### config.mk
export PLATFORM = sky130hd
export DESIGN_NAME = dmemory_port
export DESIGN_NICKNAME = d
export VERILOG_FILES = /design/src/rtl/dmemory_port.sv
export SDC_FILE = /design/constraint.sdc
export NUM_CORES = 1
export LEC_CHECK = 0
export CORE_AREA = 2 2 182 184
export DETAILED_ROUTE_END_ITERATION = 12
export DIE_AREA = 0 0 184 186
export DONT_BUFFER_PORTS = 1
export PLACE_DENSITY = 0.45
export SLEW_MARGIN = 5
export SYNTH_ARGS = -nofsm -noshare
export SYNTH_HDL_FRONTEND = slang
export SYNTH_SLANG_ARGS = --single-unit
### constraint.sdc
create_clock -name clk -period 4.2 [get_ports clk]
set_clock_uncertainty 0.15 [all_clocks]
set_input_delay 0.42 -clock clk [delete_from_list [all_inputs] [get_ports clk]]
set_output_delay 0.42 -clock clk [all_outputs]
set_load 0.05 [all_outputs]
### src/rtl/dmemory_port.sv
// Data-side load/store port onto four byte-lane single-port SRAM macros.
// Misaligned accesses use per-lane word addresses plus byte rotation; illegal requests never touch SRAM.
module dmemory_port #(
  parameter int DEPTH = 512,
  parameter int AW    = 9
) (
  input  logic               clk,
  input  logic               rst,
  input  logic               req_valid,
  output logic               req_ready,
  input  logic               req_we,
  input  logic [1:0]         req_size,
  input  logic               req_unsigned,
  input  logic [31:0]        req_addr,
  input  logic [31:0]        req_wdata,
  output logic               resp_valid,
  input  logic               resp_ready,
  output logic [31:0]        resp_rdata,
  output logic               resp_err,
  output logic [3:0]         CEN,
  output logic [3:0]         GWEN,
  output logic [3:0][7:0]    WEN,
  output logic [3:0][AW-1:0] A,
  output logic [3:0][7:0]    D,
  input  logic [3:0][7:0]    Q
);
  // state   | meaning
  // IDLE    | accepting a request
  // ACCESS  | SRAM lanes enabled for one cycle
  // CAPTURE | load data on Q, registered into resp_rdata
  // RESP    | response held until resp_ready
  typedef enum logic [1:0] {IDLE, ACCESS, CAPTURE, RESP} state_t;

  localparam logic [32:0] LAST_BYTE = 33'(4 * DEPTH - 1);

  state_t              r_state;
  logic                r_we;
  logic                r_uns;
  logic [1:0]          r_size;
  logic [1:0]          r_off;
  logic [31:0]         r_rdata;
  logic                r_err;
  logic [3:0]          r_cen;
  logic [3:0]          r_gwen;
  logic [3:0][7:0]     r_wen;
  logic [3:0][AW-1:0]  r_a;
  logic [3:0][7:0]     r_d;

  logic [2:0]          w_n;
  logic [32:0]         w_end;
  logic                w_illegal;
  logic [3:0]          w_cen;
  logic [3:0]          w_gwen;
  logic [3:0][7:0]     w_wen;
  logic [3:0][AW-1:0]  w_a;
  logic [3:0][7:0]     w_d;
  logic [AW+1:0]       w_b;
  logic [3:0][7:0]     w_bytes;
  logic [1:0]          w_lane;
  logic                w_sign;
  logic [31:0]         w_load;

  always_comb begin
    case (req_size)
      2'd0:    w_n = 3'd1;
      2'd1:    w_n = 3'd2;
      2'd2:    w_n = 3'd4;
      default: w_n = 3'd0;
    endcase
  end

  // 33-bit end address so a request near 2^32 cannot wrap back into range
  assign w_end     = {1'b0, req_addr} + {30'd0, w_n} - 33'd1;
  assign w_illegal = (req_size == 2'd3) || (w_end > LAST_BYTE);

  always_comb begin
    w_cen  = '1;
    w_gwen = '1;
    w_wen  = '1;
    w_a    = '0;
    w_d    = '0;
    w_b    = '0;
    for (int k = 0; k < 4; k++) begin
      if (3'(k) < w_n) begin
        w_b               = req_addr[AW+1:0] + (AW+2)'(k);
        w_cen[w_b[1:0]]   = 1'b0;
        w_gwen[w_b[1:0]]  = ~req_we;
        w_wen[w_b[1:0]]   = req_we ? 8'h00 : 8'hFF;
        w_a[w_b[1:0]]     = w_b[AW+1:2];
        w_d[w_b[1:0]]     = req_we ? req_wdata[8*k +: 8] : 8'h00;
      end
    end
  end

  // Rotate lanes back so byte k of the result comes from lane (offset + k)
  always_comb begin
    w_bytes = '0;
    w_lane  = '0;
    for (int k = 0; k < 4; k++) begin
      w_lane     = r_off + 2'(k);
      w_bytes[k] = Q[w_lane];
    end
    case (r_size)
      2'd0: begin
        w_sign = ~r_uns & w_bytes[0][7];
        w_load = {{24{w_sign}}, w_bytes[0]};
      end
      2'd1: begin
        w_sign = ~r_uns & w_bytes[1][7];
        w_load = {{16{w_sign}}, w_bytes[1], w_bytes[0]};
      end
      default: begin
        w_sign = 1'b0;
        w_load = w_bytes;
      end
    endcase
  end

  always_ff @(posedge clk) begin
    if (rst) begin
      r_state <= IDLE;
      r_we    <= 1'b0;
      r_uns   <= 1'b0;
      r_size  <= 2'd0;
      r_off   <= 2'd0;
      r_rdata <= '0;
      r_err   <= 1'b0;
      r_cen   <= '1;
      r_gwen  <= '1;
      r_wen   <= '1;
      r_a     <= '0;
      r_d     <= '0;
    end else begin
      case (r_state)
        IDLE: begin
          if (req_valid) begin
            r_we    <= req_we;
            r_uns   <= req_unsigned;
            r_size  <= req_size;
            r_off   <= req_addr[1:0];
            r_rdata <= '0;
            if (w_illegal) begin
              r_err   <= 1'b1;
              r_state <= RESP;
            end else begin
              r_err   <= 1'b0;
              r_cen   <= w_cen;
              r_gwen  <= w_gwen;
              r_wen   <= w_wen;
              r_a     <= w_a;
              r_d     <= w_d;
              r_state <= ACCESS;
            end
          end
        end
        ACCESS: begin
          r_cen   <= '1;
          r_gwen  <= '1;
          r_wen   <= '1;
          r_a     <= '0;
          r_d     <= '0;
          r_state <= r_we ? RESP : CAPTURE;
        end
        CAPTURE: begin
          r_rdata <= w_load;
          r_state <= RESP;
        end
        RESP: begin
          if (resp_ready) r_state <= IDLE;
        end
        default: r_state <= IDLE;
      endcase
    end
  end

  // Reset gates the chip enables directly so a store in flight cannot commit
  assign CEN        = r_cen | {4{rst}};
  assign GWEN       = r_gwen;
  assign WEN        = r_wen;
  assign A          = r_a;
  assign D          = r_d;
  assign req_ready  = (r_state == IDLE) && !rst;
  assign resp_valid = (r_state == RESP);
  assign resp_rdata = r_rdata;
  assign resp_err   = r_err;
endmodule
# Yosys cells after proc, flatten, opt, wreduce, memory -nomap -nowiden
# Index checks and enable logic that the tools add are counted.
dict set report word_totals {
  reg_bits 149
  inputBits 104
  out_inout_bits 143
  wordCells 183
}
dict set report classes {
  add_sub_neg 8
  magnitude_cmp 17
  eq_ne 10
  muxes 94
  bitwise 17
  reduce_logical 16
}
# op count
set ops {}
lappend ops {{2-to-1 mux 32 bit} 13}
lappend ops {{one-hot mux 32 bit (2 select lines)} 4}
lappend ops {{2-to-1 mux 36 bit} 6}
lappend ops {{bitwise mux 32 bit} 6}
lappend ops {{bitwise mux 36 bit} 3}
lappend ops {{2-to-1 mux 8 bit} 13}
lappend ops {{demux 9 bit (select 2 bit)} 4}
lappend ops {{one-hot mux 36 bit (2 select lines)} 1}
lappend ops {{binary-select mux 8 bit (select 2 bit)} 4}
lappend ops {{demux 8 bit (select 2 bit)} 4}
lappend ops {{2-to-1 mux 4 bit} 12}
lappend ops {{AND 36 bit} 1}
lappend ops {{2-to-1 mux 9 bit} 4}
lappend ops {{adder 32 x 3 -> 33 bit} 1}
lappend ops {{greater-than comparator 33 x 11 -> 1 bit, second input constant} 1}
lappend ops {{subtractor 33 x 1 -> 33 bit, second input constant} 1}
lappend ops {{AND 32 bit} 1}
lappend ops {{NOT 32 bit} 1}
lappend ops {{OR 32 bit} 1}
lappend ops {{< comparator 2 x 3 -> 1 bit, second input constant} 8}
lappend ops {{adder 11 x 2 -> 11 bit, second input constant} 2}
lappend ops {{NOT 4 bit} 4}
lappend ops {{one-hot mux 4 bit (2 select lines)} 2}
lappend ops {{AND 4 bit} 3}
lappend ops {{other kinds (26)} 62}

# Depth between registers and ports, before layout
dict set report depth {
  word_depth 16
  mapped_depth 18
  depth_no_buf 16
}

# Worst setup path after synthesis
# Ideal clock, no wire load.
dict set report synth_path {
  path_kind {input to register}
  start {input req_addr[0]}
  end {register r_a (netlist bit A[27])}
  setup_ns 0.072
  arrival_ns 4.078
  t_required_ns 3.978
  slack_ns -0.099
  path_stages 18
  path_buffers 4
  cell_sequence {clkbuf_1 -> inv_1 -> clkbuf_1 -> ha_1 -> inv_1 -> ha_1 -> fa_1 -> a211oi_1 -> o211ai_2 -> mux2i_1 -> a2111o_1 -> a2111oi_0 -> and4_1 -> nand4_1 -> nor4_4 -> buf_6 -> buf_6 -> mux2i_1}
}
dict set report synth_via {
  elab_chain_cells 15
  word_cells_on_any_way 40
  classes_between {add/sub: 5; order compare: 9; eq/ne: 1; mux: 18; bitwise: 1; reduce/logical: 6}
}
# element line_no
set synth_lines {}
lappend synth_lines {{start, declared} 14} ;# input logic [31:0] req_addr,
lappend synth_lines {{branches (longest 15 deep; another with adder 32 x 3 -> 33 bit)} -}
lappend synth_lines {{end signal, assigned} 150} ;# r_a <= w_a;
lappend synth_lines {{end, declared} 46} ;# logic [3:0][AW-1:0] r_a;
# Several ways; the timed one is not identified. The select of a mux whose other input is x is not followed.
# A chain may end at the register's enable or synchronous reset.

# Worst setup path in the final report
dict set report layout_path {
  start {input req_size[1]}
  end {register r_a (netlist bit A[8])}
}
dict set report layout_via {
  elab_chain_cells 13
  word_cells_on_any_way 25
  classes_between {add/sub: 2; order compare: 5; eq/ne: 4; mux: 11; reduce/logical: 3}
}
# element line_no
set layout_lines {}
lappend layout_lines {{start, declared} 12} ;# input logic [1:0] req_size,
lappend layout_lines {{branches (longest 13 deep; another with adder 32 x 3 -> 33 bit)} -}
# Several ways; the timed one is not identified. The select of a mux whose other input is x is not followed.

==> metrics.md <==
| Metric | Value |
|---|---|
| RSZ-0062 raised after global routing | false |
| Start point of the worst hold path | rst |
| Grt total ovfl | 0 |
| Path type of the worst setup path | input port to flip-flop |
| Worst-path fanout max | 17 |
| Largest incremental delay on the critical path | 400 ps |
| Startpoint type of the worst setup path | input port |
| R2r worst-path depth | 7 |
| Routed via count divided by cell count | 5.611 |
| Count of buffers inserted at the top-level ports | 0 |
| Reg2Reg Setup Slack | 1430 ps |
| Power per standard cell area | 412.0 nW/um^2 |
| Placeable core area | 32210 sq um |
| Final setup violation count | 0 |
| Count of mapped cells out of synthesis | 1286 |
| Number of pins with negative max-slew slack in the final report | 0 |
| Max-slew headroom at the worst pin | 34.08% |
| Post-synthesis to final-layout area growth | 12.16% |
| Combined area of the multi-input logic cells | 6399 sq um |
| Min Tclk post-route | 3985 ps |
| Slew at the pin closest to its max-slew limit | 988.7 ps |
| Run status | finished clean |
| Total die area | 34220 sq um |
| End of the worst register-to-register path | D[20] |
| Share of layout cells above drive strength 1 | 10.02% |
| Register area | 2357 sq um |
| Layer with the highest usage | met2 |
| Yosys warns | 0 |
| Clock tree from TritonCTS | built |
| Number of vias after detailed routing | 9409 |
| Die Width | 184 microns |
| Antenna Nets Post-Route | 0 |
| Largest net degree at the start of global routing | 47 |
| Final Wtd Congestion | 0.8970 |
| Nets | 1413 |
| F_max | 251.0 MHz |
| Summed area of non-filler cells in the final layout | 10700 sq um |
| Number of DRC violations after detailed routing | 0 |
| Endpoint, Worst Hold | r_state[1] |
| Category of the worst setup path capture point | flip-flop |
| Met1 routing resource usage after global routing | 23.62% |
| Clock tree root driver cell | sky130_fd_sc_hd__clkbuf_16 |
| Critical path arrival | 4190 ps |
| Synthesized area divided by synthesized cell count | 7.416 sq um |
| Clock buffers created by TritonCTS | 17 |
| Hold path depth | 2 |
| Setup total negative slack | 0 ps |
| Clock latency of the later-clocked register in the worst-skew pair | 420 ps |
| GR met3 Demand/Resource | 5.635% |
| Number of levels the H-tree was split into | 4 |
| Post-detail-place hpwl | 25950 microns |
| Critical path cell sequence | inv_1 -> ha_1 -> inv_1 -> ha_1 -> inv_1 -> ha_1 -> fa_1 -> a211oi_1 -> o211ai_2 -> a211oi_1 -> buf_4 -> nor2_1 -> o2bb2ai_1 -> a2111oi_0 -> nand4_1 -> nor4_4 -> buf_12 -> buf_12 -> mux2i_1 |
| WP buf/inv | 6 |
| Num ports | 247 |
| Vert. Die Dim | 186 microns |
| Worst min path class | input port to flip-flop |
| Net count after synthesis | 1444 |
| IR drop worst, VDD | 0.0002827 V |
| Post-synthesis cell type count | 65 |
| Leakage power of the design | 3.954 nW |
| Per-cell routed wire length | 20.74 microns |
| First-pass GRT wire length | 51950 microns |
| Final Routed Wirelength | 34780 microns |
| First-pass iteration count of the detailed router | 5 |
| Yosys reg bits | 117 |
| Initial detailed-routing violation count | 583 |
| Clock transition time at the flip-flop clock pins of the worst setup and hold paths | 60 ps |
| Critical-path cell with the highest stage delay | sky130_fd_sc_hd__fa_1 |
| Number of rows in the core area | 66 |
| Number of buffers between clock root and the deepest sink | 2 |
| Share of flip-flops with an asynchronous set or reset | 0% |
| Effective utilization at floorplan | 29.61% |
| Sequential element share of the synthesized area | 24.56% |
| Sink count of the clock tree | 117 |
| Launch instance of the worst register-to-register path | r_state[1] |
| Max capacitance violation total | 0 |
| Post-placement cell area | 9928 sq um |
| Post-synth EDFFs | 0 |
| Total Routing Usage GR | 19.58% |
| Final hold vios | 0 |
| Met2 global-route usage | 33.27% |
| Cell type group with the largest total delay on the critical path | compound AO/OA/AOI/OAI gates |
| Most used flip-flop cell after synthesis | sky130_fd_sc_hd__dfxtp_1 |
| Critical path required time | 4400 ps |
| Antenna violations before repair | 0 |
| Cell area after synthesis | 9537 sq um |
| Number of fill cells in the layout | 3483 |
| Number of global-route vias before repair | 8970 |
| Post-route fraction of the period consumed by the critical path | 94.88% |
## layout make-up
class / instances / share of cell area [%]
Antenna cell: 1 / 0.02339
Clock buffer: 18 / 4.012
Clock inverter: 14 / 1.942
Inverter: 68 / 2.386
Multi-Input combinational cell: 991 / 59.82
Sequential cell: 117 / 22.04
Tap cell: 408 / 4.772
Timing Repair Buffer: 60 / 5.006
## state kept, by name (all words and copies together), names as in the netlist
name / count
A: 36
D: 32
GWEN: 1
WEN: 3
r_cen: 4
r_off: 2
r_size: 2
r_state: 2
r_uns: 1
r_we: 1
resp_err: 1
resp_rdata: 32
## how the worst max path moves through the flow
stage / start / endpoint / slack, ps / depth (start not counted)
floorplan: req_addr[1] / A[27] / 20 / 17
global placement: req_size[1] / D[23] / -90 / 18
detailed placement: req_size[1] / D[0] / -150 / 18
CTS: req_size[1] / A[8] / 280 / 18
global route: req_size[1] / D[20] / 20 / 18
finish: req_size[1] / A[8] / 220 / 19
## what timing repair did
item,4_1_cts,5_1_grt
setup buffers,0,1
endpoints found under the setup margin,0,5
resized for setup,0,3
hold buffers,10,0
endpoints found under the hold margin,44,0
## where the power goes
group	internal, W	switching [W]
Combinational	0.000445	0.000826
Sequential	0.00120	0.000328
Clock	0.00105	0.000562
## cells in the mapped netlist, drive strengths merged (14+ instances only)
master	n	share of area, %
a211oi	15	1.2
a21oi	115	6.0
a22o	65	6.0
and3	14	0.92
buf	46	3.5
clkbuf	64	2.5
dfxtp	117	25
ha	53	7.0
inv	68	2.7
mux2	15	1.8
mux2i	94	9.9
nand2	187	7.4
nor2	119	4.7
nor3	30	1.6
o211ai	19	1.5
o21ai	103	5.4
o22ai	16	1.0
## stage by stage
step	utilization, %	hold WS [ps]	power, W	cells	worst slack (ps)
after floorplan	-	284.2	0.002452	1286	19.77
after global placement	30.83	298.2	0.002794	1633	-88.92
after detailed placement	30.83	306.0	0.002793	1633	-149.8
after CTS	33.15	23.00	0.004436	1675	277.2
after global routing	33.21	36.35	0.004640	1676	15.52
final	33.21	44.05	0.004407	1677	215.2
## kinds of logic after synthesis
logic type                 after synthesis  synth area share (%)
AOI/OAI and AO/OA                      404                 27.29
xor gates and xnor gates                15                 1.378
adders and majority gates               54                 7.164
buffers and inverters                  178                 8.711
DFF                                    117                 24.56
muxes                                  113                 12.58
and+or+nand+nor                        405                 18.32
## cell usage in the layout, fill, tap and decap left out, types with 4 or more instances in the layout
cell type                       synthesis  routed
sky130_fd_sc_hd__buf_4                 34      46
sky130_fd_sc_hd__inv_1                 67      67
sky130_fd_sc_hd__dfxtp_4                0       4
sky130_fd_sc_hd__o2111ai_1              5       5
sky130_fd_sc_hd__xor2_1                 4       4
sky130_fd_sc_hd__o22ai_1               16      16
sky130_fd_sc_hd__a211oi_1              15      14
sky130_fd_sc_hd__a21oi_1              115     114
sky130_fd_sc_hd__ha_1                  53      53
sky130_fd_sc_hd__or3_1                  6       6
sky130_fd_sc_hd__nor4_1                 4       4
sky130_fd_sc_hd__o21ai_0               96      96
sky130_fd_sc_hd__bufinv_16              0       5
sky130_fd_sc_hd__a21o_1                 4       4
sky130_fd_sc_hd__or2_2                  8       8
sky130_fd_sc_hd__nor2_1               119     117
sky130_fd_sc_hd__mux2_2                14      14
sky130_fd_sc_hd__nor3_1                30      28
sky130_fd_sc_hd__clkbuf_16              0      17
sky130_fd_sc_hd__and3_1                14      14
sky130_fd_sc_hd__mux4_2                 4       4
sky130_fd_sc_hd__dlygate4sd3_1          0       9
sky130_fd_sc_hd__clkinv_2               0       5
sky130_fd_sc_hd__dfxtp_1              117     113
sky130_fd_sc_hd__buf_12                 0       5
sky130_fd_sc_hd__and2_1                 9       9
sky130_fd_sc_hd__xnor2_1               11      11
sky130_fd_sc_hd__nand3_1               10      10
sky130_fd_sc_hd__nand2_1              187     187
sky130_fd_sc_hd__mux2i_1               94      94
sky130_fd_sc_hd__o211ai_1              18      18
sky130_fd_sc_hd__a2111oi_0              6       5
sky130_fd_sc_hd__a22oi_1                8       8
sky130_fd_sc_hd__a31oi_1                8       8
sky130_fd_sc_hd__nand4_1                6       6
sky130_fd_sc_hd__o21ai_1                7       7
sky130_fd_sc_hd__a22o_1                65      65
sky130_fd_sc_hd__o21a_1                 9       9
sky130_fd_sc_hd__a221oi_1               4       4
## per-layer routing
layer | share of wire (%) | vias up
met4 | 2.2 | 0
li1 | - | 4530
met5 | 0 | -
met2 | 48 | 332
met3 | 8.2 | 47
met1 | 42 | 4500
Power figures use the tool's default switching activity.
